File: src/rtl/mips_pkg.sv
// Shared definitions for the fetch stage: reset PC, instruction width, NOP word,
// fetch FSM state encoding and a word-alignment helper.
package mips_pkg;

  localparam logic [31:0]         RESET_PC_DEF = 32'h0000_0000;
  localparam int unsigned         INSTR_W      = 32;
  localparam logic [INSTR_W-1:0]  NOP_INSTR    = 32'h0000_0000;

  typedef enum logic [1:0] {
    BOOT = 2'd0,
    RUN  = 2'd1,
    HALT = 2'd2
  } fetch_state_e;

  // Clear the byte-offset bits so the PC always stays on a word boundary.
  function automatic logic [31:0] align_word(input logic [31:0] addr);
    return {addr[31:2], 2'b00};
  endfunction

endpackage

File: src/rtl/ifetch.sv
// Instruction fetch unit: owns the PC, reads instruction memory combinationally and
// registers {pc, instr} into IF/ID behind a valid/ready handshake to decode.
// Optional feature macro: IFETCH_ALIGN_CHECK_EN (adds the sticky misaligned-redirect fault).
module ifetch
  import mips_pkg::*;
#(
  parameter logic [31:0] RESET_PC = RESET_PC_DEF,
  parameter int unsigned CNT_W    = 32
) (
  input  logic               clk,
  input  logic               rst_n,
  output logic [31:0]        imem_addr,
  input  logic [INSTR_W-1:0] imem_rdata,
  output logic               id_valid,
  input  logic               id_ready,
  output logic [INSTR_W-1:0] id_instr,
  output logic [31:0]        id_pc,
  input  logic               redirect_valid,
  input  logic [31:0]        redirect_pc,
  input  logic               halt_req,
  output logic               halted,
  output logic [CNT_W-1:0]   fetch_cnt
`ifdef IFETCH_ALIGN_CHECK_EN
  ,
  output logic               fault
`endif
);

  fetch_state_e       state_q;
  logic [31:0]        pc_q;
  logic               id_valid_q;
  logic [INSTR_W-1:0] id_instr_q;
  logic [31:0]        id_pc_q;
  logic [CNT_W-1:0]   fetch_cnt_q;

  logic        advance;
  logic        capture;
  logic        handshake;
  logic        redir_ok;
  logic        redir_bad;
  logic [31:0] redir_target;

  assign advance      = !id_valid_q || id_ready;
  assign handshake    = id_valid_q && id_ready;
  // A redirect squashes the in-flight fetch, so no capture happens in that cycle.
  assign capture      = (state_q == RUN) && advance && !redirect_valid;
  assign redir_target = align_word(redirect_pc);
  assign redir_ok     = redirect_valid && !redir_bad;

`ifdef IFETCH_ALIGN_CHECK_EN
  logic fault_q;

  assign redir_bad = redirect_valid && (redirect_pc[1:0] != 2'b00);
  assign fault     = fault_q;

  // Sticky fault flag: set by any misaligned redirect, cleared only by reset.
  always_ff @(posedge clk or negedge rst_n) begin
    if (!rst_n) begin
      fault_q <= 1'b0;
    end else if (redir_bad) begin
      fault_q <= 1'b1;
    end
  end
`else
  logic unused_redirect_lsbs;

  assign redir_bad            = 1'b0;
  // Low address bits are dropped by align_word in this build.
  assign unused_redirect_lsbs = ^redirect_pc[1:0];
`endif

  assign imem_addr = pc_q;
  assign id_valid  = id_valid_q;
  assign id_instr  = id_instr_q;
  assign id_pc     = id_pc_q;
  assign halted    = (state_q == HALT);
  assign fetch_cnt = fetch_cnt_q;

  // PC: redirect has priority, otherwise step by one word on each capture (wraps).
  always_ff @(posedge clk or negedge rst_n) begin
    if (!rst_n) begin
      pc_q <= RESET_PC;
    end else if (redir_ok) begin
      pc_q <= redir_target;
    end else if (capture) begin
      pc_q <= pc_q + 32'd4;
    end
  end

  // IF/ID register: redirect bubbles, capture loads, a handshake without capture drains.
  always_ff @(posedge clk or negedge rst_n) begin
    if (!rst_n) begin
      id_valid_q <= 1'b0;
      id_instr_q <= NOP_INSTR;
      id_pc_q    <= 32'h0000_0000;
    end else if (redirect_valid) begin
      id_valid_q <= 1'b0;
    end else if (capture) begin
      id_valid_q <= 1'b1;
      id_instr_q <= imem_rdata;
      id_pc_q    <= pc_q;
    end else if (handshake) begin
      id_valid_q <= 1'b0;
    end
  end

  // Fetch FSM: a single boot cycle, then RUN until halted; only a redirect restarts it.
  always_ff @(posedge clk or negedge rst_n) begin
    if (!rst_n) begin
      state_q <= BOOT;
    end else if (redir_bad) begin
      state_q <= HALT;
    end else if (redir_ok) begin
      state_q <= RUN;
    end else begin
      unique case (state_q)
        BOOT:    state_q <= RUN;
        RUN:     if (halt_req) state_q <= HALT;
        HALT:    state_q <= HALT;
        default: state_q <= BOOT;
      endcase
    end
  end

  // Retired-fetch counter: one per accepted instruction, wrapping at 2^CNT_W.
  always_ff @(posedge clk or negedge rst_n) begin
    if (!rst_n) begin
      fetch_cnt_q <= '0;
    end else if (handshake) begin
      fetch_cnt_q <= fetch_cnt_q + CNT_W'(1);
    end
  end

endmodule
File: config.mk
export PLATFORM = sky130hd
export DESIGN_NAME = ifetch
export DESIGN_NICKNAME = d
export VERILOG_FILES = /design/src/rtl/mips_pkg.sv /design/src/rtl/ifetch.sv
export SDC_FILE = /design/constraint.sdc
export NUM_CORES = 1
export LEC_CHECK = 0
export CAP_MARGIN = 40
export CORE_MARGIN = 2
export CORE_UTILIZATION = 42
export CTS_BUF_LIST = sky130_fd_sc_hd__clkbuf_4
export DETAILED_ROUTE_END_ITERATION = 12
export HOLD_SLACK_MARGIN = 0.12
export PLACE_DENSITY = 0.75
export SLEW_MARGIN = 20
export SYNTH_ARGS = -nofsm -noshare
export SYNTH_HDL_FRONTEND = slang
export SYNTH_SLANG_ARGS = --single-unit
File: constraint.sdc
create_clock -name clk -period 1.7 [get_ports clk]
set_input_delay 0.17 -clock clk [delete_from_list [all_inputs] [get_ports clk]]
set_output_delay 0.17 -clock clk [all_outputs]
set_load 0.005 [all_outputs]
==> results of run 1 <==
-- worst min-delay path, stage by stage --
cell	delay [ns]
clkdlybuf4s50_1	0.40
nand2_1	0.06
o21ai_1	0.06
-- sequential cells by signal (all words and copies together) (netlist names) --
register	flops
imem_addr	30
fetch_cnt	32
id_instr	32
id_pc	30
state_q	2
id_valid	1
-- placed cells by master, fill, tap and decap left out, types with 3 or more instances in the layout --
cell	netlist	routed
and2_1	6	6
and3_1	13	12
and4_1	7	6
buf_12	0	5
buf_16	0	3
buf_4	6	96
buf_6	4	13
buf_8	0	3
bufinv_16	0	4
clkbuf_16	0	4
clkbuf_4	1	18
clkdlybuf4s50_1	0	160
clkinv_1	0	3
clkinv_2	0	5
conb_1	1	4
dfrtp_1	127	123
dfrtp_2	0	4
dlygate4sd2_1	0	26
dlymetal6s2s_1	0	4
ha_1	5	3
inv_1	6	5
mux2_2	63	9
mux2_4	0	54
nand2_1	60	57
nand2_4	1	3
nand3_1	21	21
nand4_1	12	12
nand4_4	2	3
nor2_1	8	7
nor4_1	5	4
nor4_4	1	3
o21ai_0	24	24
o21ai_1	6	6
xnor2_1	45	45
xor2_1	15	15
-- logic make-up after synthesis --
logic type | after synthesis
muxes | 64
other | 1
xor gates and xnor gates | 60
buffers and inverters | 25
adders and majority gates | 5
and+or+nand+nor | 154
DFF | 127
AOI/OAI and AO/OA | 33
-- per-layer routing --
layer / part of all wire (%) / wire, um / GRT usage [%]
met3: 7.0 / 1235 / 7.311
met1: 40 / 7162 / 26.12
met5: 0.062 / 11 / 0
met4: 2.2 / 393 / 8.576
met2: 50 / 8902 / 36.94
-- power by group --
part	switching, uW	internal [uW]	leakage (uW)
Combinational	1570	3300	0.00264
Clock	1150	1160	0.000168
Sequential	551	3890	0.00158
-- cell usage after synthesis (2+ instances only) --
cell | count | area (sq um)
nor4_2 | 3 | 37.54
nand2_1 | 60 | 225.2
o21ai_1 | 6 | 30.03
xnor2_1 | 45 | 394.1
and3_1 | 13 | 81.33
and4_1 | 7 | 61.31
buf_4 | 6 | 45.04
nand3_1 | 21 | 105.1
and4_2 | 2 | 20.02
a21oi_1 | 2 | 10.01
inv_1 | 6 | 22.52
nor4_1 | 5 | 31.28
nand4_4 | 2 | 42.54
buf_6 | 4 | 45.04
clkbuf_1 | 6 | 22.52
xor2_1 | 15 | 131.4
nand4_1 | 12 | 75.07
o21ai_0 | 24 | 120.1
mux2_2 | 63 | 709.4
ha_1 | 5 | 62.56
nor3_1 | 3 | 15.01
dfrtp_1 | 127 | 3178
and2_1 | 6 | 37.54
nor2_1 | 8 | 30.03
nand2b_1 | 2 | 12.51
nor4b_4 | 2 | 47.55
-- layout make-up --
type / instances / area [sq um] / area share [%]
clock buffer: 18 / 135.1 / 1.416
timing repair buffer: 317 / 3099 / 32.49
tap: 176 / 220.2 / 2.308
sequential: 127 / 3183 / 33.36
inverter: 6 / 22.52 / 0.2361
clock inverter: 14 / 172.7 / 1.810
multi-input combinational: 320 / 2708 / 28.38
-- timing repair --
| action | CTS | global route |
|---|---|---|
| hold buffers | 2 | 0 |
| cloned | 4 | 6 |
| setup buffers | 46 | 18 |
| resized for setup | 53 | 76 |
| endpoints found under the setup margin | 122 | 106 |
| pin swaps | 2 | 6 |
| endpoints found under the hold margin | 127 | 0 |
-- through the flow --
stage	TNS, ns	hold WS (ns)	instance area [sq um]	std cells
3_3_place_gp	-18.47	0.1119	8172	871
2_1_floorplan	0	-0.1256	5744	472
5_1_grt	-5.512	0.1374	9540	978
4_1_cts	-0.4034	0.1351	9014	955
3_5_place_dp	-21.16	0.1214	8172	871
6_report	-0.7458	0.1695	9540	978
-- worst paths after layout --
| kind | from | endpoint | slack (ns) | cells past startpoint |
|---|---|---|---|---|
| hold / removal | redirect_pc[31] | imem_addr[31] | 0.17 | 3 |
| setup reg to reg | state_q[1] | id_pc[7] | -0.06 | 9 |
| hold reg to reg | fetch_cnt[8] | fetch_cnt[8] | 0.51 | 1 |
| setup / recovery | state_q[1] | id_pc[7] | -0.06 | 9 |
| max in group asynchronous | rst_n | id_instr[1] | 0.43 | 4 |
| min in group asynchronous | rst_n | id_pc[18] | 0.63 | 3 |
==> flow_summary.ini, run 1 <==
[run_status]
status = complete, but fails checks
violations = setup timing

[layout]
nets = 863
drive_above_1_share_pct = 31.30
syn2layout_area_growth_pct = 66.85
n_fill_cell = 942
diodes = 0
fin_util_pct = 71.76

[critical_path]
required_ns = 2.14
crit_family = buffers and inverters
cpPeakStageDelay_ns = 0.40
arrival_ns = 2.20
cp_slowest_cell = dfrtp_1
critPathCaptureType = register
path_class = register to register
cp_num_buf_inv = 5
worstPathCellList = inv_2, ha_4, buf_6, nand2_4, nor2_4, buf_6, buf_8, clkbuf_16, mux2_2
crit_fanout = 6
start_kind = register
crit_top_cell = buf_6

[sta]
worstMarginPinSlew_ns = 0.5587
slew_headroom_pct = 62.75
rsz0062_at_grt = true
finalCritPeriodShare_pct = 103.5
setup_viol = 35
fin_worst_skew_ns = 0.01584
fin_ws_ns = -0.05904
fmax_mhz = 568.5
min_period_ns = 1.759
hold_violations = 0
drv_slew = 0

[synthesis]
synth_top_family_by_area = simple AND/OR/NAND/NOR gates
ys_seq_area_share_pct = 55.58
synth_cells = 469
ys_ff_latch = 127
async_flop_share_pct = 100.0
synth_compound_area_share_pct = 2.932
ys.flop_type = dfrtp_1
synth_adder_area_share_pct = 1.094
synth_simple_gate_area_share_pct = 15.91
yosysWarnings = 0
synth.avg_cell_area_sq_um = 12.19
yosys-mux-area-fraction_pct = 12.58
syn-cell-area_sq_um = 5718
synth_cell_types = 40
synth_edf_count = 0
synth-xor-area-share_pct = 9.190

[drt]
dr.pass1.iters = 4
drc = 0
drt-initial-drc-count = 307
via_count = 4953
wl_per_cell_um = 18.10
ant_nets = 0
totalWireLength_mm = 17.71
vias_per_cell = 5.064

[global_route]
antenna_found_initial = 1
grt_pass1_wl_mm = 24.92
grt_max_degree = 64
grt_overflow = 0
grt_usage_pct = 22.01
grt_pass1_vias = 4959

[placed_design]
place_congestion = 0.8436
io_buffers = 192
dp_hpwl_mm = 10.59
post-place-ws_ns = -0.2911

[clock_network]
htree_levels = 4
cts_num_sinks = 127
numCtsBuffers = 17
clk_pin_slew_ns = 0.12
cts_tree = built
cts_max_path_buffers = 2
root_buffer = clkbuf_4
clk-insertion-delay-late_ns = 0.54

[power]
p_leak_uw = 0.004383
power_density_nw_per_um2 = 1217
vdd_drop_max_uv = 739.5
power.total_uw = 11610

[run]
cap_violations = 0

[die]
core_sq_um = 13300
die_area_sq_um = 14560
die_y_um = 120.7
initial_utilization_pct = 43.01
dieWidth_um = 120.7
ios = 199
rows = 42

[worst_hold_path]
holdCritPathClass = input port to register
No activity file was read; power rests on OpenSTA's default activity.
==> run 2, diff against run 1 <==
--- a/config.mk
+++ b/config.mk
@@ -5,6 +5,7 @@
 export SDC_FILE = /design/constraint.sdc
 export NUM_CORES = 1
 export LEC_CHECK = 0
+export ABC_CLOCK_PERIOD_IN_PS = 1700
 export CAP_MARGIN = 40
 export CORE_MARGIN = 2
 export CORE_UTILIZATION = 42
@@ -12,7 +13,7 @@
 export DETAILED_ROUTE_END_ITERATION = 12
 export HOLD_SLACK_MARGIN = 0.12
 export PLACE_DENSITY = 0.75
-export SLEW_MARGIN = 20
+export SETUP_SLACK_MARGIN = 0.3
 export SYNTH_ARGS = -nofsm -noshare
 export SYNTH_HDL_FRONTEND = slang
 export SYNTH_SLANG_ARGS = --single-unit
==> run 2 against run 1 <==
  * The run still ends with setup timing left
  * First-iteration DRC count grew 15%
  * Largest power group unchanged
  * Cell count up 8.8%
  * Via count up 9.5%
==> flow_summary.ini, run 2 (synthesis gave the netlist of run 1 again) <==
[clock_network]
htree_levels = 4
clk_pin_slew_ns = 0.13
cts_tree = built
cts_num_sinks = 127
root_buffer = clkbuf_4
cts_max_path_buffers = 2
numCtsBuffers = 17
clk-insertion-delay-late_ns = 0.56

[drt]
drt-met1-wl_mm = 8.017
totalWireLength_mm = 20.74
drt-initial-drc-count = 352
vias_per_cell = 5.099
wl_met2_mm = 11.01
drc = 0
ant_nets = 0
dr.pass1.iters = 4
wl_per_cell_um = 19.49
via_count = 5425
route.met3.wl_mm = 1.197
highest_layer = met4

[run_status]
status = complete, but fails checks
violations = setup timing

[worst_hold_path]
hold_depth = 3
holdCritPathClass = input port to register

[global_route]
grt_usage_pct = 24.33
grt_overflow = 0
grt_pass1_wl_mm = 27.41
grt_max_degree = 64
antenna_found_initial = 0
grt_pass1_vias = 5292

[sta]
finalCritPeriodShare_pct = 101.0
drv_slew = 0
fin_tns_setup_ns = -0.07499
setup_viol = 9
fin_ws_ns = -0.01621
fin_worst_skew_ns = 0.03234
rsz0062_at_grt = true
fin_hold_ws_ns = 0.1549
worstMarginPinSlew_ns = 0.5877
fmax_mhz = 582.7
slew_headroom_pct = 60.82
min_period_ns = 1.716
hold_violations = 0

[power]
power_density_nw_per_um2 = 1088
vdd_drop_max_uv = 751.9
p_leak_uw = 0.005037
power.total_uw = 11560

[critical_path]
arrival_ns = 2.14
cp_slowest_cell = dfrtp_1
start_kind = register
required_ns = 2.13
reg2reg_depth = 7
worstPathCellList = buf_4, and3_4, nand4_1, buf_6, nor2_4, nand4_1, xnor2_1
crit_fanout = 7
cpPeakStageDelay_ns = 0.40
critPathCaptureType = register
path_class = register to register
crit_top_cell = nand4_1

[die]
ios = 199
die_y_um = 120.7
initial_utilization_pct = 43.01
rows = 42
die_area_sq_um = 14560
core_sq_um = 13300
dieWidth_um = 120.7

[placed_design]
placed_area_sq_um = 8220
place_congestion = 0.8847
io_buffers = 192
dp_hpwl_mm = 10.73

[layout]
nets = 950
final_common_cell = buf_4
n_fill_cell = 744
fin_util_pct = 79.89
diodes = 0
syn2layout_area_growth_pct = 85.75
layout_common_cells = buf_4, dfrtp_1, buf_6, clkdlybuf4s50_1, clkdlybuf4s15_1
drive_above_1_share_pct = 52.82
design_area_sq_um = 10620

[run]
cap_violations = 0
[run 2: layer usage]
layer  GRT usage [%]  up-vias
li1                -     2435
met1           29.48     2726
met2           41.07      215
met3           7.075       49
met4           9.084        0
met5               0        -
[run 2: layout make-up]
| class | count | area (sq um) | share of cell area, % |
|---|---|---|---|
| multi-input cells | 320 | 3074 | 28.94 |
| flip-flops and latches | 127 | 3189 | 30.03 |
| clock inverters | 9 | 93.84 | 0.8835 |
| clock buffers | 22 | 165.2 | 1.555 |
| inverters | 6 | 25.02 | 0.2356 |
| repair buffers | 404 | 3854 | 36.28 |
| well taps | 176 | 220.2 | 2.073 |
[run 2: critical path, delay by kind of cell, from the launching register on]
kind,cells,cell delay [ns]
simple gates,4,0.73
buf+inv,2,0.29
flops,1,0.40
xor+xnor,1,0.16
[run 2: timing repair]
item / in CTS / in global routing
buffers inserted: 103 / 53
endpoints found under the hold margin: 129 / 0
hold buffers: 4 / 0
pin swaps: 46 / 56
gates cloned: 1 / 5
setup endpoints to repair: 237 / 195
gates resized for setup: 413 / 188
[run 2: worst paths after layout]
check	startpoint	endpoint	slack [ns]
max reg2reg	fetch_cnt[11]	fetch_cnt[27]	-0.02
max	fetch_cnt[11]	fetch_cnt[27]	-0.02
min	redirect_pc[31]	imem_addr[31]	0.15
max in group asynchronous	rst_n	fetch_cnt[5]	0.41
min reg2reg	id_pc[25]	id_pc[25]	0.51
min in group asynchronous	rst_n	fetch_cnt[15]	0.66
[run 2: power by group]
group	switching, uW	leakage, uW	total (uW)	internal, uW
Combinational	1820	0.00332	5090	3270
Clock	1100	0.000146	2020	924
Sequential	557	0.00157	4450	3890
Total	3470	0.00504	11600	8090
[run 2: stage by stage]
stage               setup WS [ns]  cells
floorplan                  0.1181    472
global placement          -0.2351    867
global route             -0.06048   1064
detailed placement        -0.2673    867
CTS                     -0.002875   1006
finish                   -0.01621   1064
==> run 3, diff against run 2 <==
--- a/config.mk
+++ b/config.mk
@@ -13,6 +13,7 @@
 export DETAILED_ROUTE_END_ITERATION = 12
 export HOLD_SLACK_MARGIN = 0.12
 export PLACE_DENSITY = 0.75
+export RECOVER_POWER = 25
 export SETUP_SLACK_MARGIN = 0.3
 export SYNTH_ARGS = -nofsm -noshare
 export SYNTH_HDL_FRONTEND = slang
==> run 3 against run 2 <==
  * The flow still finishes with violations (setup timing)
  * Global-route usage is the same
  * Maximum frequency fell by 0.17%
  * Die area is the same
  * Via count about the same
  * Core utilization shrank 0.13 points
  * Final area shrank 0.16%
  * Critical endpoint unchanged
  * Largest cell class unchanged
==> flow_summary.ini, run 3 (synthesis gave the netlist of run 1 again) <==
[worst_hold_path]
hold_end = imem_addr[31]
worstHoldStart = redirect_pc[31]
holdCritPathClass = input port to register
hold_depth = 3

[sta]
fmax_mhz = 581.7
finalCritPeriodShare_pct = 101.1
slew_headroom_pct = 60.41
hold_violations = 0
rsz0062_at_grt = true
fin_ws_ns = -0.01908
setup_viol = 5
min_period_ns = 1.719
fin_hold_ws_ns = 0.1596
worstMarginPinSlew_ns = 0.5939
drv_slew = 0
fin_worst_skew_ns = 0.03024

[clock_network]
cts_tree = built
htree_levels = 4
clk-insertion-delay-late_ns = 0.56
clk_pin_slew_ns = 0.13
cts_num_sinks = 127
cts_max_path_buffers = 2
root_buffer = clkbuf_4
numCtsBuffers = 17

[global_route]
antenna_found_initial = 0
grt_usage_pct = 24.33
grt_pass1_vias = 5292
grt_overflow = 0
grt_pass1_wl_mm = 27.41
grt_max_degree = 64

[layout]
final_common_cell = buf_4
syn2layout_area_growth_pct = 85.45
n_fill_cell = 748
layout_common_cells = buf_4, dfrtp_1, buf_6, clkdlybuf4s50_1, clkdlybuf4s15_1
fin_cells = 1064
drive_above_1_share_pct = 52.70
diodes = 0
nets = 950

[critical_path]
start_kind = register
critPathCaptureType = register
r2r_start = fetch_cnt[11]
arrival_ns = 2.14
path_class = register to register
crit_fanout = 7
reg2reg_depth = 7
reg2reg_slack_ns = -0.02
timing.rr.end = fetch_cnt[27]
required_ns = 2.12

[die]
ios = 199
die_y_um = 120.7
rows = 42
die_area_sq_um = 14560
initial_utilization_pct = 43.01
core_sq_um = 13300
dieWidth_um = 120.7

[placed_design]
placed_cells = 867
post-place-ws_ns = -0.2673
dp_hpwl_mm = 10.73
io_buffers = 192
place_congestion = 0.8847

[drt]
totalWireLength_mm = 20.73
wl_per_cell_um = 19.49
vias_per_cell = 5.096
via_count = 5422
dr.pass1.iters = 4
drt-initial-drc-count = 351
drc = 0
ant_nets = 0

[run_status]
violations = setup timing
status = complete, but fails checks

[power]
p_leak_uw = 0.005031
vdd_drop_max_uv = 751.0
power_density_nw_per_um2 = 1089

[run]
cap_violations = 0
==> run 3: cell types whose count changed in the layout (fill, tap and decap cells not counted), sizes merged <==
cell / delta
buf: -2
clkbuf: +2
==> run 3: layout make-up <==
type | count | area (sq um) | area share (%)
Timing Repair Buffer | 404 | 3839 | 36.20
Sequential cell | 127 | 3189 | 30.08
Multi-Input combinational cell | 320 | 3072 | 28.97
Tap cell | 176 | 220.2 | 2.077
Clock buffer | 22 | 165.2 | 1.558
Clock inverter | 9 | 93.84 | 0.8850
Inverter | 6 | 25.02 | 0.2360
==> run 3: per-layer routing <==
metal  GRT usage (%)  up-vias  share of wire (%)
met3           7.075       52                6.1
met4           9.084        0                2.6
met1           29.48     2708                 38
li1                -     2430                  -
met5               0        -                  0
met2           41.07      232                 53
==> run 3: worst max path at each step <==
stage | cells after the start | from | end
3_5_place_dp | 6 | id_ready | id_instr[16]
3_3_place_gp | 6 | id_ready | id_instr[17]
6_report | 7 | fetch_cnt[11] | fetch_cnt[27]
4_1_cts | 7 | state_q[0] | imem_addr[28]
5_1_grt | 8 | state_q[0] | id_pc[12]
2_1_floorplan | 7 | state_q[1] | id_instr[0]
==> run 3: power by group <==
group          internal (uW)  total [uW]  switching, uW
Sequential              3890        4450            558
Combinational           3260        5080           1820
Clock                    924        2020           1100
==> run 3: critical path, stage by stage, from the launching register on <==
cell and delay, ns:
dfrtp_1 0.40, buf_4 0.14, and3_4 0.20, nand4_1 0.11, buf_6 0.15, nor2_4 0.25
nand4_1 0.18, xnor2_1 0.16
==> run 3: metrics by stage <==
stage / TNS, ns / instance area [sq um] / util [%] / power (uW)
floorplan: 0 / 5842 / - / 5808
detailed placement: -19.57 / 8220 / 61.83 / 8250
finish: -0.04114 / 10600 / 79.76 / 11550
CTS: -0.002908 / 9639 / 72.50 / 10630
global route: -1.341 / 10600 / 79.76 / 12130
global placement: -18.14 / 8220 / 61.83 / 8112
==> run 3: what timing repair did <==
item                                    CTS  global route
setup buffers                           103            53
cloned                                    1             5
endpoints found under the setup margin  237           195
hold buffers                              4             0
pin swaps                                46            56
resized for setup                       413           188
endpoints found under the hold margin   129             0
